`src/rtl/trace_ctrl_pkg.sv`:
```
// ============================================================================
//  Module   : trace_ctrl_pkg
//  Brief    : Shared state encoding and depth helper for the trace capture
//             sequencer.
//  Revision : 1.0  initial release
// ============================================================================
`default_nettype none

package trace_ctrl_pkg;

    typedef enum logic [2:0] {
        IDLE  = 3'd0,
        PRE   = 3'd1,
        POST  = 3'd2,
        DONE  = 3'd3,
        ALIGN = 3'd4,
        READ  = 3'd5
    } tc_state_e;

    function automatic int tb_depth(input int aw);
        return 1 << aw;
    endfunction

endpackage

`default_nettype wire

```
`src/rtl/trace_trig_match.sv`:
```
// ============================================================================
//  Module   : trace_trig_match
//  Brief    : Masked-compare trigger detector; fire is combinational from the
//             inputs. TRACE_TRIG_OCC_EN adds an occurrence counter so fire
//             happens on the trig_occ-th match (0 treated as 1).
//  Revision : 1.0  initial release
// ============================================================================
`default_nettype none

module trace_trig_match #(
    parameter int FPAY  = 32
`ifdef TRACE_TRIG_OCC_EN
    , parameter int OCC_W = 8
`endif
) (
`ifdef TRACE_TRIG_OCC_EN
    input  logic             clk,
    input  logic             reset,
    input  logic             clear,
    input  logic [OCC_W-1:0] trig_occ,
`endif
    input  logic             enable,
    input  logic [FPAY-1:0]  trace_in,
    input  logic             trace_valid,
    input  logic [FPAY-1:0]  trig_mask,
    input  logic [FPAY-1:0]  trig_value,
    output logic             fire
);

    logic w_match;

    assign w_match = trace_valid && (((trace_in ^ trig_value) & trig_mask) == '0);

`ifdef TRACE_TRIG_OCC_EN
    logic [OCC_W-1:0] r_occ_cnt;
    logic [OCC_W-1:0] w_occ_nxt;
    logic [OCC_W-1:0] w_occ_tgt;

    assign w_occ_nxt = r_occ_cnt + 1'b1;
    assign w_occ_tgt = (trig_occ == '0) ? OCC_W'(1) : trig_occ;

    always_ff @(posedge clk) begin
        if (reset || clear) begin
            r_occ_cnt <= '0;
        end else if (enable && w_match) begin
            r_occ_cnt <= w_occ_nxt;
        end
    end

    assign fire = enable && w_match && (w_occ_nxt == w_occ_tgt);
`else
    assign fire = enable && w_match;
`endif

endmodule

`default_nettype wire

```
`src/rtl/trace_capture_ctrl.sv`:
```
// ============================================================================
//  Module   : trace_capture_ctrl
//  Brief    : Capture/readout sequencer for the debug trace buffer: circular
//             pre-trigger capture, post-trigger count, freeze, and oldest-first
//             readout with dummy-read pointer alignment.
//             Optional macro: TRACE_TRIG_OCC_EN (trigger occurrence count).
//  Revision : 1.0  initial release
// ============================================================================
`default_nettype none

module trace_capture_ctrl
    import trace_ctrl_pkg::*;
#(
    parameter int FPAY  = 32,
    parameter int TB_AW = 9
`ifdef TRACE_TRIG_OCC_EN
    , parameter int OCC_W = 8
`endif
) (
    input  logic              clk,
    input  logic              reset,
    input  logic              arm,
    input  logic              disarm,
    input  logic [FPAY-1:0]   trace_in,
    input  logic              trace_valid,
    input  logic [FPAY-1:0]   trig_mask,
    input  logic [FPAY-1:0]   trig_value,
    input  logic [TB_AW-1:0]  post_count,
`ifdef TRACE_TRIG_OCC_EN
    input  logic [OCC_W-1:0]  trig_occ,
`endif
    input  logic              rd_req,
    output logic [FPAY-1:0]   tb_trace,
    output logic              tb_wr,
    output logic              tb_rd,
    output logic              rd_valid,
    output logic              triggered,
    output logic              done,
    output logic [TB_AW:0]    stored,
    output logic [2:0]        state
);

    localparam int               c_tb_depth    = tb_depth(TB_AW);
    localparam logic [TB_AW:0]   c_stored_full = (TB_AW+1)'(c_tb_depth);
    localparam logic [TB_AW:0]   c_stored_one  = (TB_AW+1)'(1);
    localparam logic [TB_AW-1:0] c_post_one    = TB_AW'(1);

    tc_state_e        r_state;
    tc_state_e        w_state_nxt;
    logic [FPAY-1:0]  r_tb_trace;
    logic             r_tb_wr;
    logic             r_tb_rd;
    logic             r_rd_valid;
    logic             r_triggered;
    logic [TB_AW:0]   r_stored;
    logic [TB_AW-1:0] r_wr_m;
    logic [TB_AW-1:0] r_rd_m;
    logic [TB_AW-1:0] r_post_len;
    logic [TB_AW-1:0] r_post_cnt;
    logic             r_rd_pend;

    logic             w_fire;
    logic             w_arm_go;
    logic             w_wr_go;
    logic             w_rd_go;
    logic             w_dummy_go;
    logic             w_trig_go;
    logic             w_post_first;
    logic             w_post_step;
    logic             w_pend_nxt;
    logic [TB_AW-1:0] w_post_inc;
    logic [TB_AW-1:0] w_align_tgt;

    assign w_post_inc  = r_post_cnt + 1'b1;
    // Oldest valid word sits 'stored' entries behind the write pointer.
    assign w_align_tgt = r_wr_m - r_stored[TB_AW-1:0];

    trace_trig_match #(
        .FPAY(FPAY)
`ifdef TRACE_TRIG_OCC_EN
        , .OCC_W(OCC_W)
`endif
    ) u_trig_match (
`ifdef TRACE_TRIG_OCC_EN
        .clk         (clk),
        .reset       (reset),
        .clear       (w_arm_go),
        .trig_occ    (trig_occ),
`endif
        .enable      (r_state == PRE),
        .trace_in    (trace_in),
        .trace_valid (trace_valid),
        .trig_mask   (trig_mask),
        .trig_value  (trig_value),
        .fire        (w_fire)
    );

    always_comb begin
        w_state_nxt  = r_state;
        w_arm_go     = 1'b0;
        w_wr_go      = 1'b0;
        w_rd_go      = 1'b0;
        w_dummy_go   = 1'b0;
        w_trig_go    = 1'b0;
        w_post_first = 1'b0;
        w_post_step  = 1'b0;
        w_pend_nxt   = r_rd_pend;
        if (disarm) begin
            w_state_nxt = IDLE;
            w_pend_nxt  = 1'b0;
        end else begin
            unique case (r_state)
                IDLE: begin
                    if (arm) begin
                        w_arm_go    = 1'b1;
                        w_state_nxt = PRE;
                    end
                end
                PRE: begin
                    if (w_fire) begin
                        w_trig_go = 1'b1;
                        if (r_post_len == '0) begin
                            w_state_nxt = DONE;
                        end else begin
                            w_wr_go      = 1'b1;
                            w_post_first = 1'b1;
                            w_state_nxt  = (r_post_len == c_post_one) ? DONE : POST;
                        end
                    end else begin
                        w_wr_go = trace_valid;
                    end
                end
                POST: begin
                    if (trace_valid) begin
                        w_wr_go     = 1'b1;
                        w_post_step = 1'b1;
                        if (w_post_inc == r_post_len) begin
                            w_state_nxt = DONE;
                        end
                    end
                end
                DONE: begin
                    if (arm) begin
                        w_arm_go    = 1'b1;
                        w_state_nxt = PRE;
                    end else if (rd_req) begin
                        // The triggering request is kept pending and serviced in READ.
                        if (r_stored == c_stored_full) begin
                            w_state_nxt = ALIGN;
                            w_pend_nxt  = 1'b1;
                        end else if (r_stored == '0) begin
                            w_state_nxt = IDLE;
                        end else begin
                            w_state_nxt = READ;
                            w_pend_nxt  = 1'b1;
                        end
                    end
                end
                ALIGN: begin
                    if (r_rd_m == w_align_tgt) begin
                        w_state_nxt = READ;
                    end else begin
                        w_dummy_go = 1'b1;
                    end
                end
                READ: begin
                    if (r_stored == '0) begin
                        w_state_nxt = IDLE;
                        w_pend_nxt  = 1'b0;
                    end else if (r_rd_pend || rd_req) begin
                        w_rd_go    = 1'b1;
                        w_pend_nxt = r_rd_pend && rd_req;
                        if (r_stored == c_stored_one) begin
                            w_state_nxt = IDLE;
                            w_pend_nxt  = 1'b0;
                        end
                    end
                end
                default: begin
                    w_state_nxt = IDLE;
                end
            endcase
        end
    end

    always_ff @(posedge clk) begin
        if (reset) begin
            r_state     <= IDLE;
            r_tb_trace  <= '0;
            r_tb_wr     <= 1'b0;
            r_tb_rd     <= 1'b0;
            r_rd_valid  <= 1'b0;
            r_triggered <= 1'b0;
            r_stored    <= '0;
            r_wr_m      <= '0;
            r_rd_m      <= '0;
            r_post_len  <= '0;
            r_post_cnt  <= '0;
            r_rd_pend   <= 1'b0;
        end else begin
            r_state    <= w_state_nxt;
            r_rd_pend  <= w_pend_nxt;
            r_tb_wr    <= w_wr_go;
            r_tb_rd    <= w_rd_go || w_dummy_go;
            r_rd_valid <= w_rd_go;
            if (w_wr_go) begin
                r_tb_trace <= trace_in;
            end
            if (w_post_first) begin
                r_post_cnt <= c_post_one;
            end else if (w_post_step) begin
                r_post_cnt <= w_post_inc;
            end
            if (w_arm_go) begin
                // Logical restart: no buffer reset, read mirror jumps to write mirror.
                r_post_len  <= post_count;
                r_stored    <= '0;
                r_triggered <= 1'b0;
                r_rd_m      <= r_wr_m;
            end else begin
                if (w_trig_go) begin
                    r_triggered <= 1'b1;
                end
                if (w_wr_go) begin
                    r_wr_m <= r_wr_m + 1'b1;
                    if (r_stored != c_stored_full) begin
                        r_stored <= r_stored + 1'b1;
                    end
                end
                if (w_rd_go) begin
                    r_rd_m   <= r_rd_m + 1'b1;
                    r_stored <= r_stored - 1'b1;
                end
                if (w_dummy_go) begin
                    r_rd_m <= r_rd_m + 1'b1;
                end
            end
        end
    end

    assign tb_trace  = r_tb_trace;
    assign tb_wr     = r_tb_wr;
    assign tb_rd     = r_tb_rd;
    assign rd_valid  = r_rd_valid;
    assign triggered = r_triggered;
    assign stored    = r_stored;
    assign state     = r_state;
    assign done      = (r_state == DONE) || (r_state == ALIGN) || (r_state == READ);

endmodule

`default_nettype wire

```
`config.mk`:
```
export PLATFORM = sky130hd
export DESIGN_NAME = trace_capture_ctrl
export DESIGN_NICKNAME = d
export VERILOG_FILES = /design/src/rtl/trace_ctrl_pkg.sv /design/src/rtl/trace_trig_match.sv /design/src/rtl/trace_capture_ctrl.sv
export SDC_FILE = /design/constraint.sdc
export NUM_CORES = 1
export LEC_CHECK = 0
export ABC_AREA = 1
export BUFFER_PORTS_ARGS = -buffer_cell sky130_fd_sc_hd__buf_4
export CELL_PAD_IN_SITES_DETAIL_PLACEMENT = 1
export CELL_PAD_IN_SITES_GLOBAL_PLACEMENT = 1
export CORE_UTILIZATION = 32
export DETAILED_ROUTE_END_ITERATION = 6
export PLACE_DENSITY = 0.82
export REMOVE_ABC_BUFFERS = 1
export SYNTH_ARGS = -nofsm -noshare
export SYNTH_HDL_FRONTEND = slang
export SYNTH_SLANG_ARGS = --single-unit
```
`constraint.sdc`:
```
create_clock -name clk -period 2.3 [get_ports clk]
set_clock_uncertainty 0.15 [all_clocks]
set_input_delay 0 -clock clk [delete_from_list [all_inputs] [get_ports clk]]
set_output_delay 0 -clock clk [all_outputs]
set_load 0.005 [all_outputs]
```
==> results of run 1 <==
## power by group through the flow
| stage | Sequential, µW | Clock, µW | Combinational, µW |
|---|---|---|---|
| detailed placement | 1710 | 0 | 1090 |
| CTS | 1680 | 1590 | 1190 |
| floorplan | 1700 | 0 | 569 |
| global placement | 1700 | 0 | 1060 |
| finish | 1680 | 1540 | 1270 |
| global route | 1690 | 1640 | 1400 |
## synthesized netlist by cell type, types with 2 or more instances
cell type / count
xnor2_1: 10
nor2_1: 102
nand2_2: 3
nand3b_1: 2
buf_4: 4
nor4_1: 2
nor2_2: 5
nand3_1: 87
a211oi_1: 8
a21oi_1: 66
nor3_1: 8
o21ai_2: 2
nand2_1: 205
nand3_2: 4
nand2_4: 2
or2_1: 6
nor3_2: 4
o22ai_1: 3
xor2_1: 29
o21ai_0: 57
inv_2: 7
clkbuf_1: 9
nand4_1: 7
or2_2: 2
buf_2: 11
buf_6: 3
inv_1: 108
dfxtp_1: 86
o21ai_1: 5
ha_1: 14
## worst register-to-register path: cells and delay by family, from the launching register on
family | cells | cell delay, ns
adder cells (fa/ha/maj) | 2 | 0.68
AND/OR/NAND/NOR | 6 | 0.62
flip-flops | 1 | 0.33
AO/OA/AOI/OAI | 2 | 0.28
buffers and inverters | 2 | 0.18
XOR/XNOR | 1 | 0.14
## state kept, by name, summed over array words and instances (netlist names)
name        flops
r_rd_m          9
r_post_len      9
tb_rd           1
tb_wr           1
state           3
triggered       1
stored         10
r_wr_m          9
r_post_cnt      9
tb_trace       32
r_rd_pend       1
rd_valid        1
## cell type report
type	instances	share of cell area, %
multi-input cells	643	41.4
flip-flops and latches	86	21.0
repair buffers	251	25.2
clock buffers	10	2.91
inverters	115	5.26
clock inverters	6	0.839
diodes	1	0.0305
well taps	220	3.35
## through the flow
stage          hold WS (ns)  worst slack [ns]  total power (µW)  util, %
6_report            0.00687            -0.154              4490     49.0
5_1_grt              0.0594            -0.280              4730     49.0
4_1_cts             0.00686            -0.167              4460     48.2
3_5_place_dp          0.123            -0.218              2800     43.1
3_3_place_gp          0.108            -0.111              2760     43.1
2_1_floorplan       -0.0809           -0.0101              2270        -
## what timing repair did
action                                 in CTS  in global routing
setup endpoints to repair                  13                 58
hold buffers                               45                  0
pin swaps                                  16                 10
endpoints found under the hold margin      62                  0
setup buffers                               3                  3
resized for setup                          20                 36
## how the worst max path moves through the flow
| stage | start | to | slack [ns] |
|---|---|---|---|
| 6_report | r_wr_m[0]$_SDFFE_PP0P_ | r_rd_m[8]$_SDFFE_PP0P_ | -0.15 |
| 5_1_grt | r_wr_m[0]$_SDFFE_PP0P_ | r_rd_m[1]$_SDFFE_PP0P_ | -0.28 |
| 4_1_cts | r_wr_m[0]$_SDFFE_PP0P_ | r_rd_m[1]$_SDFFE_PP0P_ | -0.17 |
| 3_5_place_dp | r_wr_m[0]$_SDFFE_PP0P_ | r_rd_m[5]$_SDFFE_PP0P_ | -0.22 |
| 3_3_place_gp | r_wr_m[0]$_SDFFE_PP0P_ | r_rd_m[4]$_SDFFE_PP0P_ | -0.11 |
| 2_1_floorplan | r_wr_m[0]$_SDFFE_PP0P_ | r_rd_m[1]$_SDFFE_PP0P_ | -0.01 |
## logic make-up after synthesis
logic type,after synthesis,synth area share (%)
compound gates,145,13.8
xor+xnor,39,6.14
fa+ha+maj,15,3.51
buf+inv,142,10.5
flops,86,30.9
simple gates,444,35.1
## metal layers
layer,global-route usage [%],routed length [µm]
met1,26.3,8500
met2,42.9,10400
met3,6.24,1230
met4,6.25,401
met5,0,0
==> run_results.csv, run 1 <==
group,metric,value,unit
pwr,p_int,3060,µW
logic_synthesis,yosysSeqAreaShare,30.9,%
outcome,status,"finished with violations",
pwr,p_comb_share,28.2,%
worst_setup_path,worstReg2RegEnd,"r_rd_m[8]$_SDFFE_PP0P_",
floorplan,die_y,134,µm
global_route,first_global_vias,6951,
worst_setup_path,cp_cell_sequence,"inv_2 > ha_4 > fa_2 > xor2_1 > nand3_1 > nor2_2 > nand2_1 > a21oi_2 > nand2_2 > nand3_4 > buf_6 > nand3_2 > a21oi_2",
layout,final_common_cell,"nand2_1",
worst_setup_path,cp.depth,13,
layout,drive_gt1_share,24.9,%
worst_setup_path,required,2.44,ns
worst_setup_path,crit_family,"adder cells",
placement,place.gp.congestion,0.824,
worst_setup_path,r2r_start,"r_wr_m[0]$_SDFFE_PP0P_",
pwr,switching_share,31.9,%
outcome,violations,"setup timing",
worst_setup_path,worst_path_largest_cell_delay,0.52,ns
routing,avgViaCountPerCell,4.92,
logic_synthesis,syn_area,0.00557,mm²
worst_setup_path,reg2reg_slack,-0.15,ns
sta,rsz0062_at_grt,"true",
worst_hold_path,worstHoldStart,"rd_req",
sta,fin_crit_sh,107,%
logic_synthesis,synth.distinct_cells,40,
logic_synthesis,synthArstFlopShare,0,%
routing,routed_wl,20500,µm
sta,fin_setup_tns,-1.51,ns
sta,worst_pin_slew,0.529,ns
worst_hold_path,hold_end,"r_rd_pend$_SDFFE_PP0P_",
floorplan,core,0.0168,mm²
logic_synthesis,synth-main-ff-cell,"dfxtp_1",
floorplan,initial_utilization,33.2,%
worst_setup_path,cp_max_fo,7,
logic_synthesis,syn_area_per_cell,6.39,µm²
clock_tree,numCtsBuffers,9,
clock_tree,htree_levels,3,
routing,wl_per_cell,15.4,µm
logic_synthesis,yosys.area.top_type,"dfxtp_1",
layout,n_fill_cell,2188,
floorplan,dieArea,0.0179,mm²
routing,drc,0,
clock_tree,clkSinkCount,86,
pwr,p_switching,1430,µW
placement,dp_hpwl,14100,µm
sta,period_minus_slack,2.45,ns
global_route,antenna_found_initial,1,
layout,layout_common_cells,"nand2_1 (202), buf_4 (195), inv_1 (107)",
pwr,ir_worst_vdd,390,µV
routing,drtPass1Iterations,4,
sta,setup_slack,-0.154,ns
global_route,grt_pass1_wl,33500,µm
global_route,grtUsageTotal,23.3,%
routing,num_vias,6554,
logic_synthesis,synthCells,871,
worst_setup_path,critical_path_buf_inv_count,2,
worst_setup_path,worstRegToRegCells,13,
pwr,clock_power_share,34.4,%
floorplan,ios,161,
worst_setup_path,worst_setup_path_end_kind,"register",
pwr,power.static_leakage,0.00386,µW
clock_tree,cts_root_buf,"clkbuf_16",
placement,place_area,0.00723,mm²
layout,fin_area,0.00821,mm²
clock_tree,clk_latency,0.35,ns
sta,slew_headroom,64.5,%
worst_setup_path,cp-start-kind,"register",
worst_setup_path,crit_path_top_delay_cell,"fa_2",
worst_hold_path,hold_depth,5,
clock_tree,cts_tree,"done",
layout,nNetsFinal,1232,
worst_setup_path,worstPathArrival,2.59,ns
layout,multiInputGateArea,0.00340,mm²
logic_synthesis,yosys-top-cells-area,"dfxtp_1 (31%), nand2_1 (14%), nand3_1 (7.8%)",
routing,first_iter_violations,208,
floorplan,die-width,134,µm
logic_synthesis,synth_edf_count,0,
logic_synthesis,ys_ff_latch,86,
worst_hold_path,worstHoldPathType,"input port to register",
clock_tree,clk_pin_slew,0.07,ns
sta,finalHoldViolCount,0,
clock_tree,clockBufferDepth,2,
pwr,power_density,547,mW/mm²
layout,fin_cells,1332,
global_route,globalRouteOverflowTotal,0,
sta,fmax,0.408,GHz
layout,regArea,0.00173,mm²
routing,ant_nets,0,
sta,setup-violations-final,13,
placement,dp.cells,1264,
worst_setup_path,worstSetupPathType,"register to register",
global_route,grt_start_max_net_pins,60,
layout,area_delta_synth_final,47.4,%
placement,portBuffers,160,
job,cap_violations,0,
logic_synthesis,ys_warn_count,0,
sta,maxSlewViolCount,0,
pwr,seqPwrFrac,37.4,%
worst_setup_path,crit_top_cell,"a21oi_2",
floorplan,fp-row-count,47,
logic_synthesis,synth_top_area_share,30.9,%
Note: power is estimated with default switching activity, not from simulation.
==> run 2, diff against run 1 <==
--- a/config.mk
+++ b/config.mk
@@ -13,6 +13,7 @@
 export DETAILED_ROUTE_END_ITERATION = 6
 export PLACE_DENSITY = 0.82
 export REMOVE_ABC_BUFFERS = 1
+export SKIP_CTS_REPAIR_TIMING = 1
 export SYNTH_ARGS = -nofsm -noshare
 export SYNTH_HDL_FRONTEND = slang
 export SYNTH_SLANG_ARGS = --single-unit
==> run 2 against run 1 <==
  * The flow finishes with violations (hold timing, setup timing)
  * Setup slack lost 0.028 ns
  * Sequential cell count is the same
  * Via count shrank 0.96%
  * Cell area shrank 1.5%
  * Non-clock buffer count shrank 5
  * First-iteration DRC count shrank 2.4%
  * Maximum frequency shrank 1.1%
  * Highest routed layer unchanged
==> run_results.csv, run 2 (synthesized netlist as in run 1, its figures left out) <==
group,metric,value,unit
worst_setup_path,critical_path_buf_inv_count,1,
pwr,clock_power_share,34.8,%
layout,n_fill_cell,2204,
worst_setup_path,r2r_start,"r_wr_m[0]$_SDFFE_PP0P_",
sta,fmax,0.403,GHz
floorplan,die_y,134,µm
worst_setup_path,worstRegToRegCells,14,
sta,setup_slack,-0.182,ns
worst_setup_path,reg2reg_slack,-0.18,ns
placement,dp_hpwl,14100,µm
global_route,grt_pass1_wl,29800,µm
routing,num_vias,6491,
layout,n_antenna_cell,0,
routing,ant_nets,0,
worst_hold_path,worstHoldPathType,"input port to register",
layout,area_delta_synth_final,45.2,%
layout,multiInputGateArea,0.00333,mm²
sta,period_minus_slack,2.48,ns
layout,regArea,0.00173,mm²
floorplan,initial_utilization,33.2,%
global_route,grtUsageTotal,20.7,%
floorplan,ios,161,
placement,portBuffers,160,
routing,first_iter_violations,203,
pwr,power.static_leakage,0.00382,µW
clock_tree,clockBufferDepth,2,
worst_setup_path,crit_family,"simple AND/OR/NAND/NOR gates",
routing,wl_per_cell,15.1,µm
global_route,grt_start_max_net_pins,60,
worst_setup_path,worst_path_largest_cell_delay,0.52,ns
pwr,ir_worst_vdd,394,µV
clock_tree,cts_root_buf,"clkbuf_16",
pwr,seqPwrFrac,37.7,%
global_route,first_global_vias,6283,
worst_setup_path,worstReg2RegEnd,"state[0]$_SDFFE_PP0P_",
floorplan,die-width,134,µm
routing,drc,0,
placement,pre_cts_slack,-0.218,ns
sta,finalHoldViolCount,3,
clock_tree,clkSinkCount,86,
sta,slew_headroom,64.9,%
sta,maxSlewViolCount,0,
placement,place.gp.congestion,0.824,
worst_setup_path,cp_cell_sequence,"inv_2 > ha_4 > fa_2 > xor2_1 > nand3_1 > nor2_2 > nand2_1 > a21oi_2 > nand2_2 > nand2_2 > nand2_2 > nor2_4 > nor2_2 > nor2_1",
layout,final_common_cell,"nand2_1",
worst_setup_path,worstPathArrival,2.61,ns
worst_setup_path,cp-start-kind,"register",
routing,routed_wl,20100,µm
routing,avgViaCountPerCell,4.90,
clock_tree,clk_latency,0.35,ns
global_route,globalRouteOverflowTotal,0,
worst_setup_path,worst_setup_path_end_kind,"register",
layout,largest_reg_flops,32,
job,cap_violations,0,
pwr,power_density,550,mW/mm²
pwr,p_comb_share,27.5,%
worst_setup_path,cp.depth,14,
worst_setup_path,crit_path_top_delay_cell,"fa_2",
pwr,switching_share,31.6,%
worst_hold_path,worstHoldStart,"arm",
pwr,p_int,3040,µW
outcome,status,"finished with violations",
sta,hold_ws,-0.0197,ns
clock_tree,htree_levels,3,
sta,worst_pin_slew,0.522,ns
floorplan,core,0.0168,mm²
sta,fin_crit_sh,108,%
worst_setup_path,required,2.42,ns
outcome,violations,"hold timing, setup timing",
floorplan,dieArea,0.0179,mm²
routing,drtPass1Iterations,5,
clock_tree,cts_tree,"done",
floorplan,fp-row-count,47,
worst_setup_path,crit_top_cell,"nand2_2",
worst_setup_path,crit_end,"state[0]$_SDFFE_PP0P_",
layout,drive_gt1_share,24.2,%
clock_tree,clk_pin_slew,0.06,ns
sta,setup-violations-final,12,
pwr,p_switching,1410,µW
layout,layout_common_cells,"nand2_1 (201), buf_4 (196), inv_1 (106)",
clock_tree,numCtsBuffers,9,
worst_setup_path,crit_start,"r_wr_m[0]$_SDFFE_PP0P_",
sta,rsz0062_at_grt,"true",
layout,nNetsFinal,1227,
worst_setup_path,worstSetupPathType,"register to register",
worst_setup_path,cp_max_fo,3,
global_route,antenna_found_initial,0,
## run 2: how the worst min path moves through the flow
stage                                       endpoint  slack, ns  cells after the start
after floorplan           r_post_cnt[0]$_SDFFE_PP0P_      -0.08                      1
after global placement     tb_trace[17]$_SDFFE_PP0P_       0.11                      3
after detailed placement    tb_trace[5]$_SDFFE_PP0P_       0.12                      3
after CTS                   tb_trace[3]$_SDFFE_PP0P_      -0.26                      3
after global routing           state[2]$_SDFFE_PP0P_       0.01                      6
final                         r_rd_pend$_SDFFE_PP0P_      -0.02                      5
## run 2: power groups by stage
stage                     registers (µW)  clock network, µW  logic [µW]
after global routing                1690               1640        1360
after floorplan                     1700                  0         569
final                               1680               1550        1220
after detailed placement            1710                  0        1090
after CTS                           1670               1590        1100
after global placement              1700                  0        1060
## run 2: metrics by stage
step | cell area, µm² | power (µW) | TNS, ns | instances | util (%)
global route | 8080 | 4690 | -3.70 | 1326 | 48.2
CTS | 7540 | 4360 | -2.55 | 1280 | 45.0
finish | 8080 | 4450 | -1.62 | 1326 | 48.2
global placement | 7230 | 2760 | -1.04 | 1264 | 43.1
floorplan | 5410 | 2270 | -0.0154 | 844 | -
detailed placement | 7230 | 2800 | -2.23 | 1264 | 43.1
## run 2: cell type report
class                      count  area share (%)
clock buffer                  10            2.96
clock inverter                 6           0.852
inverter                     115            5.34
multi-input combinational    643            41.2
sequential                    86            21.4
tap                          220            3.41
timing repair buffer         246            24.8
## run 2: metal layers
metal  share of wire [%]  up-vias  track usage, %
met5                   0        -               0
met4                 1.0        0            4.55
met3                 6.0       17            6.27
met2                  51      158            36.4
met1                  42     3063            24.4
li1                    -     3253               -
## run 2: worst min-delay path, delay by kind of cell
kind            cells  cell delay (ns)
buf+inv             1             0.11
compound gates      2             0.20
simple gates        2             0.13
==> run 3, diff against run 2 <==
--- a/config.mk
+++ b/config.mk
@@ -16,4 +16,6 @@
 export SKIP_CTS_REPAIR_TIMING = 1
 export SYNTH_ARGS = -nofsm -noshare
 export SYNTH_HDL_FRONTEND = slang
+export SYNTH_HIERARCHICAL = 1
 export SYNTH_SLANG_ARGS = --single-unit
+export TNS_END_PERCENT = 50
==> run 3 against run 2 <==
  * The flow still finishes with violations (hold timing, setup timing)
  * First-iteration DRC count is 67% higher
  * Final cell count increased by 6.6%
  * Sequential share of layout area down 1.7 points
  * Non-clock buffer count grew 19
  * Count of clock-buffer cells in the layout unchanged
  * Register-to-register slack better by 0.03 ns
  * Die area grew 3.1%
==> run_results.csv, run 3 <==
group,metric,value,unit
global_route,antenna_found_initial,0,
sta,fmax,0.408,GHz
floorplan,die_y,136,µm
floorplan,initial_utilization,33.0,%
clock_tree,htree_levels,3,
global_route,grt_pass1_wl,32700,µm
sta,hold_ws,-0.0270,ns
worst_setup_path,crit_path_top_delay_cell,"fa_2",
clock_tree,clk_latency,0.36,ns
layout,layout_common_cells,"nand2_1 (225), buf_4 (212), nor2_1 (122)",
routing,avgViaCountPerCell,5.06,
worst_hold_path,worstHoldPathType,"input port to register",
logic_synthesis,yosysSeqAreaShare,30.0,%
layout,area_delta_synth_final,52.7,%
sta,setup_slack,-0.152,ns
logic_synthesis,synthArstFlopShare,0,%
sta,worst_pin_slew,0.683,ns
routing,routed_wl,24200,µm
sta,fin_crit_sh,107,%
logic_synthesis,yosys-top-cells-area,"dfxtp_1 (30%), nand2_1 (15%), nor2_1 (9.2%)",
worst_setup_path,cp_cell_sequence,"inv_2 > ha_4 > fa_2 > or2_2 > nand4_1 > nor2_1 > nand2_1 > a21oi_2 > nand3_2 > nand3_4 > buf_6 > nand3_1 > a21oi_1",
floorplan,dieArea,0.0185,mm²
routing,first_iter_violations,338,
logic_synthesis,synth_top_area_share,30.0,%
sta,rsz0062_at_grt,"true",
logic_synthesis,synthCells,930,
global_route,grtUsageTotal,22.5,%
clock_tree,clkSinkCount,86,
worst_setup_path,cp_max_fo,7,
layout,n_fill_cell,2306,
logic_synthesis,netlist_top_cells_count,"nand2_1 (237), nor2_1 (141), inv_1 (100)",
pwr,power_density,606,mW/mm²
outcome,violations,"hold timing, setup timing",
global_route,first_global_vias,6828,
worst_setup_path,worst_path_largest_cell_delay,0.55,ns
pwr,power.static_leakage,0.00410,µW
floorplan,ios,161,
clock_tree,numCtsBuffers,9,
logic_synthesis,syn_area_per_cell,6.17,µm²
routing,ant_nets,0,
layout,largest_reg_flops,32,
placement,portBuffers,160,
routing,num_vias,7156,
clock_tree,clockBufferDepth,2,
placement,place.gp.congestion,0.859,
pwr,ir_worst_vdd,298,µV
clock_tree,cts_root_buf,"clkbuf_16",
logic_synthesis,synth.most_common_cell,"nand2_1",
outcome,status,"finished with violations",
logic_synthesis,synth.distinct_cells,45,
sta,maxSlewViolCount,0,
worst_setup_path,cp-start-kind,"register",
logic_synthesis,yosys.area.top_type,"dfxtp_1",
logic_synthesis,synth_edf_count,0,
logic_synthesis,ys_warn_count,6,
layout,final_common_cell,"nand2_1",
placement,pre_cts_slack,-0.231,ns
job,cap_violations,0,
sta,fin_setup_tns,-1.88,ns
logic_synthesis,synth-main-ff-cell,"dfxtp_1",
layout,n_antenna_cell,0,
routing,drtPass1Iterations,4,
sta,finalHoldViolCount,1,
global_route,grt_start_max_net_pins,29,
layout,nNetsFinal,1310,
logic_synthesis,syn_area,0.00574,mm²
worst_setup_path,worst_setup_path_end_kind,"register",
worst_setup_path,required,2.43,ns
routing,wl_per_cell,17.2,µm
routing,drc,0,
sta,setup-violations-final,31,
worst_setup_path,worstPathArrival,2.58,ns
layout,drive_gt1_share,30.1,%
sta,slew_headroom,54.4,%
sta,period_minus_slack,2.45,ns
global_route,globalRouteOverflowTotal,0,
clock_tree,clk_pin_slew,0.06,ns
placement,dp_hpwl,15800,µm
floorplan,core,0.0174,mm²
floorplan,fp-row-count,48,
clock_tree,cts_tree,"done",
floorplan,die-width,136,µm
logic_synthesis,ys_ff_latch,86,
worst_setup_path,worstSetupPathType,"register to register",
## run 3: cell types whose count changed in the layout (fill, tap and decap cells not counted), moves of 6 or more
cell,previous run,this run
a21oi_1,64,34
a21oi_2,2,17
buf_4,196,212
inv_1,106,96
inv_2,9,22
nand2_1,201,225
nand2_2,7,17
nand3_1,86,69
nand4_1,7,13
nor2_1,100,122
nor2_2,5,19
## run 3: routing by layer
| metal | global-route usage, % | vias up | wire length, µm |
|---|---|---|---|
| met4 | 6.91 | 0 | 744 |
| li1 | - | 3478 | - |
| met3 | 5.56 | 57 | 1380 |
| met5 | 0 | - | 0 |
| met2 | 40.8 | 188 | 12500 |
| met1 | 25.7 | 3433 | 9640 |
## run 3: cells by family after synthesis
kind of cell | synth area share, %
simple gates | 39.2
buf+inv | 10.1
compound gates | 12.6
flops | 30.0
xor+xnor | 4.73
fa+ha+maj | 3.40
## run 3: path summary, 6_finish.rpt
check / from / to / slack, ns / depth (start not counted)
worst max-delay path: r_wr_m[0]$_SDFFE_PP0P_ / r_rd_m[0]$_SDFFE_PP0P_ / -0.15 / 13
worst min-delay path: rd_req / r_rd_pend$_SDFFE_PP0P_ / -0.03 / 4
worst max register to register: r_wr_m[0]$_SDFFE_PP0P_ / r_rd_m[0]$_SDFFE_PP0P_ / -0.15 / 13
worst min register to register: triggered$_SDFFE_PP0P_ / triggered$_SDFFE_PP0P_ / 0.33 / 2
## run 3: per-stage QoR
| step | power, µW | instances | utilization, % | area (µm²) | hold WS [ns] |
|---|---|---|---|---|---|
| global placement | 3380 | 1341 | 42.9 | 7480 | 0.121 |
| CTS | 4920 | 1356 | 44.6 | 7770 | -0.233 |
| detailed placement | 3440 | 1341 | 42.9 | 7480 | 0.133 |
| finish | 5310 | 1413 | 50.3 | 8770 | -0.0270 |
| global route | 5600 | 1413 | 50.3 | 8770 | 0.0616 |
| floorplan | 2690 | 906 | - | 5610 | -0.0809 |
## run 3: final cells by class
type	instances	area, µm²	area share, %
inverters	119	452	5.15
clock buffers	10	229	2.61
multi-input cells	703	3810	43.5
clock inverters	5	60.1	0.685
flip-flops and latches	86	1720	19.7
well taps	225	282	3.21
repair buffers	265	2210	25.2
## run 3: power by group
| part | internal, µW | total, µW | leakage [µW] | switching [µW] |
|---|---|---|---|---|
| clock | 841 | 1490 | 0.000139 | 652 |
| sequential | 1640 | 1740 | 0.000698 | 105 |
| combinational | 909 | 2080 | 0.00326 | 1170 |
## run 3: critical path: cells and delay by family (launching register included)
kind / cells / cell delay, ns
AOI/OAI and AO/OA: 2 / 0.26
adders and majority gates: 2 / 0.71
buffers and inverters: 2 / 0.18
DFF: 1 / 0.34
and+or+nand+nor: 7 / 0.75
